===== config.mk =====
export PLATFORM = sky130hd
export DESIGN_NAME = ysyx_24100006_gpr_csr_file_flat
export DESIGN_NICKNAME = d
export VERILOG_FILES = /design/src/rtl/ysyx_24100006_gpr_csr_file_if.sv /design/src/rtl/ysyx_24100006_gpr_csr_file.sv /design/src/flat_wrapper.sv
export SDC_FILE = /design/constraint.sdc
export NUM_CORES = 2
export LEC_CHECK = 0
export BUFFER_PORTS_ARGS = -buffer_cell sky130_fd_sc_hd__buf_2
export CORE_AREA = 2 2 273 275
export DETAILED_ROUTE_END_ITERATION = 10
export DIE_AREA = 0 0 275 277
export PLACE_DENSITY_LB_ADDON = 0.12
export SETUP_SLACK_MARGIN = 0.1
export SYNTH_ARGS = -nofsm -noshare
export SYNTH_HDL_FRONTEND = slang
export SYNTH_SLANG_ARGS = --single-unit

===== constraint.sdc =====
create_clock -name clk -period 5.8 [get_ports clk]
set_input_delay 0.87 -clock clk [delete_from_list [all_inputs] [get_ports clk]]
set_output_delay 0.87 -clock clk [all_outputs]
set_load 0.03 [all_outputs]

===== src/rtl/ysyx_24100006_gpr_csr_file_if.sv =====
// +----------------------------------------------------------------------------+
// | ysyx_24100006_gpr_csr_file_if : writeback -> commit bundle handshake        |
// | Rev 1.0                                                                     |
// +----------------------------------------------------------------------------+
`default_nettype none

interface ysyx_24100006_gpr_csr_file_if;
  logic        wb_valid;
  logic        wb_ready;
  logic        Gpr_Write;
  logic [3:0]  Gpr_Write_Addr;
  logic [31:0] wdata_gpr;
  logic        Csr_Write;
  logic [11:0] Csr_Write_Addr;
  logic [31:0] wdata_csr;
  logic        irq;
  logic [7:0]  irq_no;

  modport master (
    output wb_valid, Gpr_Write, Gpr_Write_Addr, wdata_gpr,
           Csr_Write, Csr_Write_Addr, wdata_csr, irq, irq_no,
    input  wb_ready
  );

  modport slave (
    input  wb_valid, Gpr_Write, Gpr_Write_Addr, wdata_gpr,
           Csr_Write, Csr_Write_Addr, wdata_csr, irq, irq_no,
    output wb_ready
  );
endinterface

`default_nettype wire


===== src/rtl/ysyx_24100006_gpr_csr_file.sv =====
// +----------------------------------------------------------------------------+
// | ysyx_24100006_gpr_csr_file : RV32E GPRs, machine CSRs, busy scoreboard     |
// | Rev 1.0                                                                     |
// +----------------------------------------------------------------------------+
`default_nettype none

module ysyx_24100006_gpr_csr_file #(
  parameter int          NR_GPR    = 16,
  parameter logic [31:0] MVENDORID = 32'h79737978,
  parameter logic [31:0] MARCHID   = 32'd24100006
) (
  input  wire logic                 clk,
  input  wire logic                 reset,
  ysyx_24100006_gpr_csr_file_if.slave wb,
  input  wire logic [3:0]           raddr1,
  input  wire logic [3:0]           raddr2,
  output logic      [31:0]          rdata1,
  output logic      [31:0]          rdata2,
  input  wire logic [11:0]          csr_raddr,
  output logic      [31:0]          rdata_csr,
  input  wire logic                 sb_set_valid,
  input  wire logic [3:0]           sb_set_addr,
  output logic      [NR_GPR-1:0]    gpr_busy
);

  localparam logic [11:0] C_MSTATUS  = 12'h300;
  localparam logic [11:0] C_MTVEC    = 12'h305;
  localparam logic [11:0] C_MEPC     = 12'h341;
  localparam logic [11:0] C_MCAUSE   = 12'h342;
  localparam logic [11:0] C_MVENDOR  = 12'hF11;
  localparam logic [11:0] C_MARCH    = 12'hF12;
  localparam logic [11:0] C_MCYCLE   = 12'hB00;
  localparam logic [11:0] C_MCYCLEH  = 12'hB80;
  localparam logic [11:0] C_MINSTR   = 12'hB02;
  localparam logic [11:0] C_MINSTRH  = 12'hB82;
  localparam logic [31:0] C_MSTATUS_RST = 32'h0000_1800;

  logic [31:0]       r_gpr [NR_GPR];
  logic [31:0]       r_mstatus, r_mtvec, r_mepc, r_mcause;
  logic [63:0]       r_mcycle, r_minstret;
  logic [NR_GPR-1:0] r_busy;
  logic              r_ready;

  logic              w_fire, w_gpr_we, w_csr_we;
  logic [31:0]       w_mstatus_trap;
  logic [NR_GPR-1:0] w_busy_next;

  assign wb.wb_ready = r_ready;
  assign gpr_busy    = r_busy;
  assign w_fire      = wb.wb_valid && r_ready;
  assign w_gpr_we    = w_fire && wb.Gpr_Write && (wb.Gpr_Write_Addr != 4'd0);
  assign w_csr_we    = w_fire && wb.Csr_Write;

  // Trap fields are layered on top of any same-bundle mstatus write; MPIE takes the pre-commit MIE.
  always_comb begin
    w_mstatus_trap = (w_csr_we && wb.Csr_Write_Addr == C_MSTATUS) ? wb.wdata_csr : r_mstatus;
    w_mstatus_trap[7]     = r_mstatus[3];
    w_mstatus_trap[3]     = 1'b0;
    w_mstatus_trap[12:11] = 2'b11;
  end

  // A same-cycle set outranks the clear: it belongs to a newer producer.
  always_comb begin
    w_busy_next = r_busy;
    if (w_fire && wb.Gpr_Write) w_busy_next[wb.Gpr_Write_Addr] = 1'b0;
    if (sb_set_valid)           w_busy_next[sb_set_addr]       = 1'b1;
    w_busy_next[0] = 1'b0;
  end

  always_ff @(posedge clk) begin
    if (reset) begin
      for (int i = 0; i < NR_GPR; i++) r_gpr[i] <= 32'd0;
      r_mstatus  <= C_MSTATUS_RST;
      r_mtvec    <= 32'd0;
      r_mepc     <= 32'd0;
      r_mcause   <= 32'd0;
      r_mcycle   <= 64'd0;
      r_minstret <= 64'd0;
      r_busy     <= '0;
      r_ready    <= 1'b0;
    end else begin
      r_ready  <= 1'b1;
      r_mcycle <= r_mcycle + 64'd1;
      r_busy   <= w_busy_next;
      if (w_fire)   r_minstret <= r_minstret + 64'd1;
      if (w_gpr_we) r_gpr[wb.Gpr_Write_Addr] <= wb.wdata_gpr;
      if (w_csr_we) begin
        case (wb.Csr_Write_Addr)
          C_MSTATUS: r_mstatus <= wb.wdata_csr;
          C_MTVEC:   r_mtvec   <= wb.wdata_csr;
          C_MEPC:    r_mepc    <= wb.wdata_csr;
          C_MCAUSE:  r_mcause  <= wb.wdata_csr;
          default:   ;
        endcase
      end
      if (w_fire && wb.irq) begin
        r_mcause  <= {24'd0, wb.irq_no};
        r_mstatus <= w_mstatus_trap;
      end
    end
  end

  always_comb begin
    rdata1 = 32'd0;
    rdata2 = 32'd0;
    if (raddr1 != 4'd0) rdata1 = (w_gpr_we && wb.Gpr_Write_Addr == raddr1) ? wb.wdata_gpr : r_gpr[raddr1];
    if (raddr2 != 4'd0) rdata2 = (w_gpr_we && wb.Gpr_Write_Addr == raddr2) ? wb.wdata_gpr : r_gpr[raddr2];
  end

  always_comb begin
    rdata_csr = 32'd0;
    case (csr_raddr)
      C_MSTATUS: rdata_csr = r_mstatus;
      C_MTVEC:   rdata_csr = r_mtvec;
      C_MEPC:    rdata_csr = r_mepc;
      C_MCAUSE:  rdata_csr = r_mcause;
      C_MVENDOR: rdata_csr = MVENDORID;
      C_MARCH:   rdata_csr = MARCHID;
      C_MCYCLE:  rdata_csr = r_mcycle[31:0];
      C_MCYCLEH: rdata_csr = r_mcycle[63:32];
      C_MINSTR:  rdata_csr = r_minstret[31:0];
      C_MINSTRH: rdata_csr = r_minstret[63:32];
      default:   rdata_csr = 32'd0;
    endcase
  end

endmodule

`default_nettype wire


===== src/flat_wrapper.sv =====
// flat-port wrapper written by rule: the top's interface ports become plain ports
module ysyx_24100006_gpr_csr_file_flat 
#(
  parameter int          NR_GPR    = 16,
  parameter logic [31:0] MVENDORID = 32'h79737978,
  parameter logic [31:0] MARCHID   = 32'd24100006
)
  (clk, reset, raddr1, raddr2, rdata1, rdata2, csr_raddr, rdata_csr, sb_set_valid, sb_set_addr, gpr_busy, wb_wb_valid, wb_Gpr_Write, wb_Gpr_Write_Addr, wb_wdata_gpr, wb_Csr_Write, wb_Csr_Write_Addr, wb_wdata_csr, wb_irq, wb_irq_no, wb_wb_ready);
  ysyx_24100006_gpr_csr_file_if wb_i ();
  input  wire logic clk;
  input  wire logic reset;
  input  wire logic [3:0] raddr1;
  input  wire logic [3:0] raddr2;
  output logic      [31:0] rdata1;
  output logic      [31:0] rdata2;
  input  wire logic [11:0] csr_raddr;
  output logic      [31:0] rdata_csr;
  input  wire logic sb_set_valid;
  input  wire logic [3:0] sb_set_addr;
  output logic      [NR_GPR-1:0] gpr_busy;
  input wire logic [$bits(wb_i.wb_valid)-1:0] wb_wb_valid;
  input wire logic [$bits(wb_i.Gpr_Write)-1:0] wb_Gpr_Write;
  input wire logic [$bits(wb_i.Gpr_Write_Addr)-1:0] wb_Gpr_Write_Addr;
  input wire logic [$bits(wb_i.wdata_gpr)-1:0] wb_wdata_gpr;
  input wire logic [$bits(wb_i.Csr_Write)-1:0] wb_Csr_Write;
  input wire logic [$bits(wb_i.Csr_Write_Addr)-1:0] wb_Csr_Write_Addr;
  input wire logic [$bits(wb_i.wdata_csr)-1:0] wb_wdata_csr;
  input wire logic [$bits(wb_i.irq)-1:0] wb_irq;
  input wire logic [$bits(wb_i.irq_no)-1:0] wb_irq_no;
  output wire logic [$bits(wb_i.wb_ready)-1:0] wb_wb_ready;
  assign wb_i.wb_valid = wb_wb_valid;
  assign wb_i.Gpr_Write = wb_Gpr_Write;
  assign wb_i.Gpr_Write_Addr = wb_Gpr_Write_Addr;
  assign wb_i.wdata_gpr = wb_wdata_gpr;
  assign wb_i.Csr_Write = wb_Csr_Write;
  assign wb_i.Csr_Write_Addr = wb_Csr_Write_Addr;
  assign wb_i.wdata_csr = wb_wdata_csr;
  assign wb_i.irq = wb_irq;
  assign wb_i.irq_no = wb_irq_no;
  assign wb_wb_ready = wb_i.wb_ready;
  ysyx_24100006_gpr_csr_file #(.NR_GPR(NR_GPR), .MVENDORID(MVENDORID), .MARCHID(MARCHID)) u_core (.clk(clk), .reset(reset), .wb(wb_i), .raddr1(raddr1), .raddr2(raddr2), .rdata1(rdata1), .rdata2(rdata2), .csr_raddr(csr_raddr), .rdata_csr(rdata_csr), .sb_set_valid(sb_set_valid), .sb_set_addr(sb_set_addr), .gpr_busy(gpr_busy));
endmodule

Yosys cells after proc, flatten, opt, wreduce, memory -nomap -nowiden
Memories as Yosys holds them, arrays and structs flattened.
Index checks and enable logic that the tools add are counted.
Widths: inputs -> output; s select.

word-level totals
  flip-flop bits (word level) = 273
  RAM bits = 512
  input bits = 119
  output and inout bits = 113
  word-level logic and storage cells = 91
  memories = 1

memories
  memory        depth  bits a word  read ports  clocked after memory_dff  write ports  RTL line                          source
  u_core.r_gpr  16     32           2           0                         16           ysyx_24100006_gpr_csr_file.sv:38  logic [31:0] r_gpr [NR_GPR];

cells by class
  $add $sub $neg = 2
  magnitude comparators = 4
  eq/ne operators = 17
  mux-type cells = 27
  bitwise gates (word level) = 3
  reduce and logical (&&, ||, !) cells = 25

operators by type and width
  kind                   number
  $pmux 32 s10           1
  $mux 32                9
  $add 64x1->64 const B  2
  $eq 12x10->1 const B   8
  $eq 12x12->1 const B   6
  $mux 16                2
  $reduce_or 32->1       1
  $mux 8                 3
  $and 16x16->16         1
  $not 16->16            1
  $or 16x16->16          1
  $reduce_and 2->1       6
  $reduce_bool 4->1      3
  $logic_and 1x1->1      10
  $lt 4x5->1 const B     2
  $mux 1                 9
  $demux 1 s4            2
  $eq 4x4->1             2
  $ge 4x1->1 const B     2
  $reduce_bool 2->1      3
  $mux 4                 1
  $reduce_and 3->1       1
  $ne 2x1->1 const B     1
  $reduce_or 2->1        1

Depth between registers and ports, before layout
  word-level depth = 9
  mapped depth = 8
  gate-level depth less buffers = 6

Least setup slack after synthesis
Ideal clock, no wire load.

  path type = input-to-reg
  start = input port wb_Gpr_Write_Addr[2]
  end = memory u_core.r_gpr[1][0], enable pin
  setup time = 0.466 ns
  data arrival time = 4.092 ns
  required time = 5.334 ns
  path slack = 1.242 ns
  stages = 5
  buffers on the path = 1
  cell sequence = clkbuf_1 -> nand2b_1 -> or3_1 -> nand3b_1 -> o21ai_0

RTL lines
  item             RTL line                          source
  start, declared  flat_wrapper.sv:23                input wire logic [$bits(wb_i.Gpr_Write_Addr)-1:0] wb_Gpr_Write_Addr;
  end, declared    ysyx_24100006_gpr_csr_file.sv:38

Final worst setup path
  start = input port csr_raddr[7]
  end = output port rdata_csr[14]

on the way
  cells in the longest elaborated chain, start to end = 2
  elaborated cells between the ends (all ways) = 11
  classes of those cells = eq/ne (10); mux (1)

ends and longest elaborated chain
  item                                                 RTL line                           source
  start, declared                                      flat_wrapper.sv:16                 input wire logic [11:0] csr_raddr;
  $eq 12x12->1 / $eq 12x10->1 (equally long branches)  ysyx_24100006_gpr_csr_file.sv:112  case (csr_raddr)
  $pmux 32 s10 *                                       ysyx_24100006_gpr_csr_file.sv:112
  end, declared                                        flat_wrapper.sv:17                 output logic [31:0] rdata_csr;

Every way passes the cells marked *; elsewhere a longest branch is shown, timed or not.

==> impl_metrics.yaml <==
yosys:
  yosysMostFrequentCell: "edfxtp_1"
  synth-seq-cells: 784
  synthTopCellsByArea: "edfxtp_1 39%, mux4_2 14%, dfxtp_1 14%"
  yosys.area.top_type_share: 0.385
  syn_area_um2: 39900
  syn_inst: 3393
  synth.distinct_cells: 63
  synthTopCellsByCount: "512 x edfxtp_1, 487 x and2_1, 388 x nand2_1"
  yosys_warnings: 0
  synth_flop_cell: "edfxtp_1"
  synth_top_cell_by_area: "edfxtp_1"
  yosysSeqAreaShare: 0.522
  synth_area_per_cell_um2: 11.8
  synth_edf_count: 512
  async_flop_share: 0
cts:
  ctsHoldBuffers: 0
  cts-buffers-inserted: 84
  cts.sinks: 784
  clk_transition_reported_paths_ns: 0.06
  ctsHtreeMaxLevel: 3
  post-cts-setup-buffers: 0
  root_buffer: "clkbuf_16"
  cts_resized: 0
  clock_latency_ns: 0.63
  cts_tree: "yes"
  clock_path_buffers: 3
grt:
  grt_usage: 0.352
  grt_max_degree: 96
  grt_antenna_before_repair: 14
  grt_pass1_wl_mm: 197
  overflow: 0
  grt_pass1_vias: 30685
placement:
  dp_hpwl_mm: 83.3
  gp_congestion: 0.996
  io_buffers: 230
finish:
  fillers: 5811
  nNetsFinal: 3654
  utilization: 0.613
  synthToLayoutAreaGrowth_pct: 13.0
  final-seq-area_um2: 20800
  multiInputGateArea_um2: 18400
  drive_gt1_frac: 0.211
hold_path:
  whs_path_depth: 2
  hp-start: "u_core.r_mepc[30]"
  worstHoldPathType: "reg -> reg"
  whs_endpoint: "u_core.r_mepc[30]"
setup_path:
  regToRegSetupSlack_ns: 2.45
  slowest_delay_ns: 0.65
  worst-r2r-cell-count: 6
  crit_cells: 7
  setup.worst_path.class: "in -> out"
  worstReg2RegEnd: "u_core.r_mcause[5]"
  r2r-start: "u_core.wb.wb_ready"
  crit_chain: "buf_2, or4_1, or3_1, nor2_1, a222oi_1, nand4_1, buf_2"
  required_ns: 4.93
  slowest_stage: "or3_1"
  arrival_ns: 3.54
  critPathCaptureType: "output port"
  critPathLaunchType: "primary input"
  cp_common_cell: "buf_2"
  cp_top_family: "simple AND/OR/NAND/NOR gates"
  critPathBufInv: 2
  path_max_fanout: 13
detailed_routing:
  drt_iter0_drc: 3918
  wl_per_cell_um: 29.4
  drc: 0
  routed_wl_mm: 135
  vias_per_cell: 6.77
  vias: 30992
  firstDrtPassIters: 8
  drtAntennaViolNets: 0
timing:
  whs_ns: 0.452
  finalClockSkew_ns: 0.0251
  min_period_ns: 4.41
  tightest_slew_ns: 1.24
  hold_viol_final: 0
  setup_viol: 0
  timing.fmax_mhz: 227
  drv_slew: 0
  maxSlewHeadroom: 0.173
  fin_setup_tns_ns: 0
  rsz0062_at_grt: "no"
  fin_crit_sh: 0.761
power:
  power_frac_seq: 0.486
  switching_share: 0.242
  power_density_nw_per_um2: 280
  p_clk_frac: 0.424
  peakVddDrop_mv: 0.236
  power_frac_comb: 0.090
  p_leak_nw: 16.1
  p_int_w: 0.00956
  power.switching_w: 0.00305
run_status:
  outcome: "completed"
floorplan:
  coreArea_um2: 73600
  initial_utilization: 0.542
  io_pins: 232
  fp.dieW_um: 275
  rows: 100
  die-area_um2: 76200
  die_h_um: 277
run:
  maxCapViolations: 0
-- stage by stage --
stage               setup WS (ns)  instances  instance area, um^2  total power (W)
finish                       1.39       4576                45100           0.0126
global route                 1.37       4576                45100           0.0129
CTS                          1.48       4567                45100           0.0126
detailed placement           1.49       4416                42400          0.00736
global placement             1.55       4416                42400          0.00733
floorplan                    1.24       3425                40000          0.00693
-- area by class of cell --
cell class	instances	area share
Sequential cell	784	0.462
Multi-Input combinational cell	2333	0.408
Clock buffer	113	0.0520
Timing Repair Buffer	310	0.0417
Tap cell	969	0.0269
Clock inverter	38	0.00755
Inverter	20	0.00166
Antenna cell	9	0.000499
-- cells by family after synthesis --
kind of cell             share of synthesized area
AND/OR/NAND/NOR                              0.175
other                                    0.0000940
AO/OA/AOI/OAI                                0.102
XOR/XNOR                                    0.0167
adder cells (fa/ha/maj)                   0.000627
buffers and inverters                       0.0296
flip-flops                                   0.522
multiplexers                                 0.155
-- flip-flops by register name, indices dropped and copies added, names as in the netlist --
| signal | count |
|---|---|
| u_core.r_mcycle | 64 |
| u_core.r_mcause | 32 |
| u_core.r_minstret | 64 |
| u_core.r_mstatus | 32 |
| u_core.r_gpr | 512 |
| u_core.wb.wb_ready | 1 |
| u_core.r_mepc | 32 |
| u_core.gpr_busy | 15 |
| u_core.r_mtvec | 32 |
-- worst reg2reg max path: stages (launching register included) --
cell and delay [ns]:
dfxtp_1 0.46, nand4b_1 0.53, or3_1 0.65, nor4b_4 0.81, buf_4 0.43, mux2i_1 0.23, a211oi_1 0.09
-- worst max path at each step --
stage | end | slack, ns | startpoint
2_1_floorplan | u_core.r_gpr[1][0] | 1.24 | wb_Gpr_Write_Addr[2]
3_3_place_gp | rdata_csr[14] | 1.55 | csr_raddr[7]
3_5_place_dp | rdata_csr[14] | 1.49 | csr_raddr[7]
4_1_cts | rdata_csr[14] | 1.48 | csr_raddr[7]
5_1_grt | rdata_csr[25] | 1.37 | csr_raddr[7]
6_report | rdata_csr[14] | 1.39 | csr_raddr[7]
-- power by group through the flow --
| stage | combinational (W) | clock, W | sequential, W |
|---|---|---|---|
| final | 0.00114 | 0.00535 | 0.00612 |
| after global routing | 0.00118 | 0.00562 | 0.00613 |
| after CTS | 0.00112 | 0.00539 | 0.00612 |
| after detailed placement | 0.00112 | 0 | 0.00624 |
| after global placement | 0.00111 | 0 | 0.00622 |
| after floorplan | 0.000702 | 0 | 0.00623 |
-- metal layers --
metal | vias to the layer above | wire length [um] | GRT usage
met5 | - | 26 | 0
met4 | 4 | 7870 | 0.190
met3 | 467 | 14400 | 0.0787
met2 | 2034 | 63300 | 0.555
met1 | 15462 | 48900 | 0.453
li1 | 13025 | - | -
-- layout by cell type (no fill, tap or decap), types with 17 or more instances in the layout --
cell and count:
edfxtp_1 512, o2111ai_1 20, a22oi_1 172, conb_1 33, a21oi_1 205, nand3_1 52
buf_4 73, xnor2_1 35, inv_1 20, or3_1 59, buf_2 225, nand4_1 63
and2_1 487, nor2_1 109, clkinv_2 19, mux2i_1 38, dfxtp_1 272, nand2_1 388
xor2_1 41, clkbuf_1 19, mux4_2 256, o21ai_0 66, nor3_1 17, clkbuf_16 87
a22o_1 64
(Power assumes the default switching activity.)
